**config.mk**
```make
export PLATFORM = sky130hd
export DESIGN_NAME = logic_unit_pipe_flat
export DESIGN_NICKNAME = d
export VERILOG_FILES = /design/src/rtl/logic_unit_pipe_if.sv /design/src/rtl/logic_unit_pipe.sv /design/src/flat_wrapper.sv
export SDC_FILE = /design/constraint.sdc
export NUM_CORES = 1
export LEC_CHECK = 0
export ABC_AREA = 1
export BUFFER_PORTS_ARGS = -buffer_cell sky130_fd_sc_hd__buf_2
export CAP_MARGIN = 20
export CORE_UTILIZATION = 50
export CTS_CLUSTER_DIAMETER = 60
export CTS_CLUSTER_SIZE = 8
export DETAILED_ROUTE_END_ITERATION = 8
export PLACE_DENSITY = 0.79
export SLEW_MARGIN = 20
export SYNTH_ARGS = -nofsm -noshare
export SYNTH_HDL_FRONTEND = slang
export SYNTH_SLANG_ARGS = --single-unit
```
**constraint.sdc**
```tcl
create_clock -name clk -period 1.88 [get_ports clk]
set_clock_uncertainty 0.1 [all_clocks]
set_input_delay 0 -clock clk [delete_from_list [all_inputs] [get_ports clk]]
set_output_delay 0 -clock clk [all_outputs]
set_load 0.01 [all_outputs]
```
**src/rtl/logic_unit_pipe_if.sv**
```systemverilog
// Valid/ready bus for logic_unit_pipe: operand side, result side, flags and delivery counter.
interface logic_unit_pipe_if #(
  parameter int unsigned WIDTH = 8,
  parameter int unsigned CNT_W = 16
);
  logic             in_valid;
  logic             in_ready;
  logic [2:0]       in_op;
  logic [WIDTH-1:0] in_a;
  logic [WIDTH-1:0] in_b;
  logic             out_valid;
  logic             out_ready;
  logic [WIDTH-1:0] out_data;
  logic             out_zero;
  logic             out_ones;
  logic [CNT_W-1:0] res_count;

  // Producer/consumer environment side
  modport master (
    output in_valid, in_op, in_a, in_b, out_ready,
    input  in_ready, out_valid, out_data, out_zero, out_ones, res_count
  );

  // Logic unit side
  modport slave (
    input  in_valid, in_op, in_a, in_b, out_ready,
    output in_ready, out_valid, out_data, out_zero, out_ones, res_count
  );
endinterface

```
**src/rtl/logic_unit_pipe.sv**
```systemverilog
// Registered WIDTH-bit bitwise logic unit with a two-entry (main + skid) output stage,
// result flags and a wrapping delivered-result counter.
module logic_unit_pipe #(
  parameter int unsigned WIDTH = 8,
  parameter int unsigned CNT_W = 16
) (
  input logic          clk,
  input logic          areset,
  logic_unit_pipe_if.slave bus
);

  typedef struct packed {
    logic [WIDTH-1:0] data;
    logic             zero;
    logic             ones;
  } entry_t;

  typedef enum logic [1:0] {
    EMPTY = 2'd0,
    ONE   = 2'd1,
    TWO   = 2'd2
  } state_t;

  state_t           state;
  entry_t           main_q;
  entry_t           skid_q;
  entry_t           new_c;
  logic             ready_q;
  logic             valid_q;
  logic [CNT_W-1:0] count_q;
  logic [WIDTH-1:0] res_c;
  logic             accept_c;
  logic             deliver_c;

  // Operation decode; flags are bound to the result here and travel with it
  always_comb begin
    res_c = '0;
    case (bus.in_op)
      3'd0: res_c = ~bus.in_a;
      3'd1: res_c = bus.in_a & bus.in_b;
      3'd2: res_c = bus.in_a | bus.in_b;
      3'd3: res_c = bus.in_a ^ bus.in_b;
      3'd4: res_c = ~(bus.in_a & bus.in_b);
      3'd5: res_c = ~(bus.in_a | bus.in_b);
      3'd6: res_c = ~(bus.in_a ^ bus.in_b);
      3'd7: res_c = bus.in_a;
      default: res_c = '0;
    endcase
    new_c.data = res_c;
    new_c.zero = (res_c == '0);
    new_c.ones = (res_c == '1);
  end

  assign accept_c  = bus.in_valid && ready_q;
  assign deliver_c = valid_q && bus.out_ready;

  // Occupancy FSM; in_ready/out_valid are registered alongside the state
  always_ff @(posedge clk or posedge areset) begin
    if (areset) begin
      state   <= EMPTY;
      main_q  <= '0;
      skid_q  <= '0;
      ready_q <= 1'b1;
      valid_q <= 1'b0;
      count_q <= '0;
    end else begin
      if (deliver_c) count_q <= count_q + CNT_W'(1);
      case (state)
        EMPTY: begin
          if (accept_c) begin
            main_q  <= new_c;
            valid_q <= 1'b1;
            state   <= ONE;
          end
        end
        ONE: begin
          if (accept_c && deliver_c) begin
            main_q <= new_c;
          end else if (accept_c) begin
            skid_q  <= new_c;
            ready_q <= 1'b0;
            state   <= TWO;
          end else if (deliver_c) begin
            valid_q <= 1'b0;
            state   <= EMPTY;
          end
        end
        TWO: begin
          if (deliver_c) begin
            main_q  <= skid_q;
            ready_q <= 1'b1;
            state   <= ONE;
          end
        end
        default: begin
          valid_q <= 1'b0;
          ready_q <= 1'b1;
          state   <= EMPTY;
        end
      endcase
    end
  end

  assign bus.in_ready  = ready_q;
  assign bus.out_valid = valid_q;
  assign bus.out_data  = main_q.data;
  assign bus.out_zero  = main_q.zero;
  assign bus.out_ones  = main_q.ones;
  assign bus.res_count = count_q;

endmodule

```
**src/flat_wrapper.sv**
```systemverilog
// flat-port wrapper written by rule: the top's interface ports become plain ports
module logic_unit_pipe_flat 
#(
  parameter int unsigned WIDTH = 8,
  parameter int unsigned CNT_W = 16
)
  (clk, areset, bus_in_valid, bus_in_op, bus_in_a, bus_in_b, bus_out_ready, bus_in_ready, bus_out_valid, bus_out_data, bus_out_zero, bus_out_ones, bus_res_count);
  logic_unit_pipe_if #(.WIDTH(WIDTH), .CNT_W(CNT_W)) bus_i ();
  input logic clk;
  input logic areset;
  input wire logic [$bits(bus_i.in_valid)-1:0] bus_in_valid;
  input wire logic [$bits(bus_i.in_op)-1:0] bus_in_op;
  input wire logic [$bits(bus_i.in_a)-1:0] bus_in_a;
  input wire logic [$bits(bus_i.in_b)-1:0] bus_in_b;
  input wire logic [$bits(bus_i.out_ready)-1:0] bus_out_ready;
  output wire logic [$bits(bus_i.in_ready)-1:0] bus_in_ready;
  output wire logic [$bits(bus_i.out_valid)-1:0] bus_out_valid;
  output wire logic [$bits(bus_i.out_data)-1:0] bus_out_data;
  output wire logic [$bits(bus_i.out_zero)-1:0] bus_out_zero;
  output wire logic [$bits(bus_i.out_ones)-1:0] bus_out_ones;
  output wire logic [$bits(bus_i.res_count)-1:0] bus_res_count;
  assign bus_i.in_valid = bus_in_valid;
  assign bus_i.in_op = bus_in_op;
  assign bus_i.in_a = bus_in_a;
  assign bus_i.in_b = bus_in_b;
  assign bus_i.out_ready = bus_out_ready;
  assign bus_in_ready = bus_i.in_ready;
  assign bus_out_valid = bus_i.out_valid;
  assign bus_out_data = bus_i.out_data;
  assign bus_out_zero = bus_i.out_zero;
  assign bus_out_ones = bus_i.out_ones;
  assign bus_res_count = bus_i.res_count;
  logic_unit_pipe #(.WIDTH(WIDTH), .CNT_W(CNT_W)) u_core (.clk(clk), .areset(areset), .bus(bus_i));
endmodule
```
# Yosys cells after proc, flatten, opt, wreduce, memory -nomap -nowiden
# Index checks and enable logic that the tools add are counted.
op_classes:
  n_reduce_logical: 12
  muxes: 20
  addsub: 1
  eq_ne: 18
  n_bitwise: 10
ops:
  columns: ["cell", "n"]
  rows:
  - ["$pmux 8 s8", 1]
  - ["$not 8->8", 4]
  - ["$mux 10", 3]
  - ["$pmux 10 s3", 1]
  - ["$add 16x1->16 const B", 1]
  - ["$eq 3x3->1 const B", 4]
  - ["$reduce_and 4->1", 3]
  - ["$mux 2", 5]
  - ["$ne 2x1->1 const B", 5]
  - ["$and 8x8->8", 1]
  - ["$eq 8x8->1 const B", 1]
  - ["$logic_not 8->1", 1]
  - ["$or 8x8->8", 1]
  - ["$xor 8x8->8", 1]
  - ["$mux 1", 7]
  - ["$eq 3x2->1 const B", 2]
  - ["$pmux 1 s3", 2]
  - ["$pmux 2 s3", 1]
  - ["$reduce_and 5->1", 1]
  - ["$ne 2x2->1 const B", 2]
  - ["$eq 3x1->1 const B", 1]
  - ["$logic_and 1x1->1", 3]
  - ["$logic_not 3->1", 1]
  - ["$ne 3x1->1 const B", 1]
  - ["6 further kinds", 8]
word_totals:
  inputBits: 23
  output_inout_bits: 28
  word_cells: 71
  register_bits: 40

# Longest topological paths before layout
logic_depth:
  ltp_word: 6
  depth_mapped: 15
  mapped_depth_nobuf: 14

# Least setup slack after synthesis
# OpenSTA, ideal clock, no wires.
synth_timing:
  path_type: "flip-flop to flip-flop"
  from: "register u_core.valid_q (netlist: u_core.bus.out_valid)"
  to: "register u_core.count_q[13] (netlist: u_core.bus.res_count[13])"
  stages_incl_launch_ff: 8
  synth_period_minus_slack_ns: 1.641
  path_buffers: 0
  setup_ns: 0.125
  arrival_ns: 1.416
  required_time_ns: 1.655
  setup_slack_ns: 0.239
  cell_sequence: "dfrtp_1 nand2_2 nor2_2 nand2_1 nor3_2 nor3b_2 nand3_1 xnor2_1"
synth_between:
  elab_chain_cells: 1
synth_lines:
  columns: ["element", "line", "source"]
  rows:
  - ["start: declaration", "logic_unit_pipe.sv:29", "logic valid_q;"]
  - ["start signal: assignment", "logic_unit_pipe.sv:64", "valid_q <= 1'b0;"]
  - ["start signal: assignment", "logic_unit_pipe.sv:72", "valid_q <= 1'b1;"]
  - ["start signal: assignment", "logic_unit_pipe.sv:84", "valid_q <= 1'b0;"]
  - ["$logic_and 1x1->1", "logic_unit_pipe.sv:55", "assign deliver_c = valid_q && bus.out_ready;"]
  - ["end signal: assignment", "logic_unit_pipe.sv:67", "if (deliver_c) count_q <= count_q + CNT_W'(1);"]
  - ["end: declaration", "logic_unit_pipe.sv:30", "logic [CNT_W-1:0] count_q;"]
# No other way between the ends.
# A chain may end at the register's enable or synchronous reset.

# Final worst setup path
layout_timing:
  from: "register u_core.count_q[0] (netlist: u_core.bus.res_count[0])"
  to: "register u_core.count_q[15] (netlist: u_core.bus.res_count[15])"
layout_between:
  elab_chain_cells: 1
layout_lines:
  columns: ["element", "line"]
  rows:
  - ["$add 16x1->16", "logic_unit_pipe.sv:67"]
# No other way between the ends.

==> run metrics <==
cell count after placement 543; class of the most critical hold timing path in2reg; count of standard-cell rows 28; Die ar. 0.00653 mm2; port buffer count 50; number of slew-limit violations in the final report 0; area fraction of the dominant cell type after synthesis 0.314; worst-skew pair later-pin latency 0.29 ns; core region area 0.00596 mm2; switching share of power 0.378; GPL Wtd Cong roughly 0.88; fin cells 560; Setup Total Neg Slack 0 ns; Critical Path Source Type flop; pin count of the biggest net entering global routing 41; synthesis-to-finish area growth 16.6%; WL/cell about 13 um; Crit Path Class reg2reg; number of antenna cells inserted 0; Util after Layout 0.608; filler cell count 528; minimum period implied by the final worst setup slack 1.79 ns; H-tree levels 2; multi-input logic area approximately 0.0018 mm2; Bufs on Longest Clock Path 2; I/O pin count 51; CP Cell Sequence nand3_1 > nor2_2 > nand2_2 > nor3_4 > nor3b_4 > nand3_2 > xnor2_1; final hold violations 0; fraction of final layout cells with drive strength greater than 1 0.194; Post-layout nets around 520; DRT antenna net count 0; Clock transition at path regs 0.07 ns; max-capacitance violation count 0; largest driver fanout on the critical path 4; synthesized net count around 470; vias in the first global route 2,655; commonest non-fill, non-tap cells in the layout 123 x nand2_1, 50 x buf_2, 46 x nor2_1; status complete, no violations; Tightest Pin Transition 0.483 ns; total length of routed wires 7.19 mm; effective utilization at floorplan 0.521; cells after synthesis 427; CP max stage delay 0.41 ns; CTS buffer count 5; synthesized area per cell slightly above 7 um2; first-pass GRT wire length around 12 mm; distinct cell type count after synthesis 37; Gate power share 0.391; Post-Syn Area 0.00311 mm2; most common cell after layout, fill and taps aside nand2_1; GRT Total Usage 0.225; sum of net half-perimeters after detailed placement 5.25 mm; count of state elements after synthesis 40; ratio of routed vias to standard cells 5.38; DRT Pass-1 Iters 5; grt ovf 0; clock sink count 40; Worst EP arrival between 1.5 and 2 ns; Die Width 80.8 um; final std cell area, no fill 0.00362 mm2; warning count from the yosys run 0; standard cell area after detailed placement 0.00339 mm2; CTS tree built; initial antenna violation count 0; clock root cell clkbuf_8; static leakage 0.00212 uW; Req. time, crit path 1.96 ns; Area contributors post-synth dfrtp_1 31%, nand2_1 15%, ha_1 6.8%, nand4_1 6.4%, nor2_1 5.7%; Die H 80.8 um; critical path buffer and inverter count 0; CP top delay family simple AND/OR/NAND/NOR gates; proportion of power drawn by the clock network 0.209; sequential standard cell area 0.00100 mm2; kind of end point of the critical path flop; Synth area leader dfrtp_1; headroom to the max-slew limit 0.678; total power divided by cell area 898 mW/mm2; 1st-iter DRT viols between 150 and 200; Setup violations, final 0; switching pwr 1230 uW; power after layout between 3000 and 4000 uW; sequential fraction of the synthesis area 0.323; part of the total power dissipated in sequential elements 0.400; Int Pwr between 2000 and 2500 uW; worst voltage drop across the vdd grid about 0.70 mV; slowest cell on the critical path dfrtp_1; unrepaired setup endpoints after global routing yes; post-route clock period utilization 0.951; vias 3,012; detailed-route DRC error count 0; highest clock frequency the design can meet 559 MHz
## worst paths after layout
path | endpoint | start | depth (start not counted) | slack, ns
max | u_core.bus.res_count[15] | u_core.bus.res_count[0] | 7 | 0.09
min | u_core.skid_q[7] | bus_in_a[5] | 4 | 0.01
max reg2reg | u_core.bus.res_count[15] | u_core.bus.res_count[0] | 7 | 0.09
min reg2reg | u_core.bus.in_ready | u_core.bus.in_ready | 2 | 0.38
max in group asynchronous | u_core.bus.in_ready | areset | 4 | 1.04
min in group asynchronous | u_core.bus.res_count[3] | areset | 4 | 0.28
## synthesized netlist by cell type
cell type / count
nand2_1: 124
nor2_1: 47
inv_1: 44
dfrtp_1: 39
nand4_1: 32
nand3_1: 20
a21oi_1: 17
ha_1: 17
nand3b_1: 12
o21ai_0: 11
buf_2: 8
xnor2_1: 7
xor2_1: 7
nand3_2: 6
buf_4: 4
o21ai_1: 4
buf_6: 3
clkbuf_1: 3
nand3b_4: 2
nor2_8: 2
nor3b_2: 2
a211oi_1: 1
a31oi_1: 1
and3_1: 1
buf_12: 1
clkinv_2: 1
dfstp_2: 1
inv_4: 1
inv_6: 1
nand2_2: 1
nand2_4: 1
nand3b_2: 1
nor2_2: 1
nor3_1: 1
nor3_2: 1
nor4_2: 1
o31ai_1: 1
## routing by layer
metal,part of all wire,vias to the layer above,track usage
li1,-,1503,-
met2,0.50,107,0.382
met3,0.054,8,0.0303
met4,0.0097,0,0.0768
met5,0,-,0
met1,0.44,1394,0.293
## per-stage QoR
step / worst slack (ns) / hold WS (ns)
2_1_floorplan: 0.239 / 0.106
3_3_place_gp: 0.197 / 0.0463
3_5_place_dp: 0.0250 / 0.0429
4_1_cts: 0.0301 / 0.00647
5_1_grt: -0.0370 / 0.0266
6_report: 0.0919 / 0.0135
## power groups by stage
stage	clock [uW]	combinational (uW)	sequential [uW]
2_1_floorplan	0	767	1370
3_3_place_gp	0	1220	1300
3_5_place_dp	0	1250	1320
4_1_cts	687	1270	1300
5_1_grt	731	1430	1330
6_report	678	1270	1300
## final cells by class
| cell class | instances | area share |
|---|---|---|
| Clock inverter | 2 | 0.00968 |
| Clock buffer | 6 | 0.0200 |
| Timing Repair Buffer | 69 | 0.114 |
| Sequential cell | 40 | 0.277 |
| Inverter | 47 | 0.0511 |
| Multi-Input combinational cell | 321 | 0.502 |
| Tap cell | 75 | 0.0259 |
## kinds of logic (layout without fill, tap and decap cells)
group	Yosys count	count (layout)	share of synthesized area
flops	40	40	0.323
buf+inv	66	124	0.103
simple gates	255	255	0.408
xor+xnor	14	14	0.0395
compound gates	35	35	0.0584
fa+ha+maj	17	17	0.0685
## registers in the layout, indices dropped and copies added, names as in the netlist
name / flops
u_core.state: 2
u_core.bus.out_valid: 1
u_core.bus.out_zero: 1
u_core.bus.out_data: 8
u_core.bus.in_ready: 1
u_core.skid_q: 10
u_core.bus.res_count: 16
u_core.bus.out_ones: 1
## timing repair
| item | CTS | global route |
|---|---|---|
| hold endpoints to repair | 47 | 0 |
| endpoints found under the setup margin | 0 | 6 |
| resized for setup | 0 | 7 |
| setup buffers | 0 | 1 |
| hold buffers | 8 | 0 |
## worst register-to-register path, cell delays in order (launching register included)
cell     delay (ns)
dfrtp_1        0.41
nand3_1        0.14
nor2_2         0.16
nand2_2        0.10
nor3_4         0.23
nor3b_4        0.29
nand3_2        0.12
xnor2_1        0.14
Note: power is estimated with default switching activity, not from simulation.
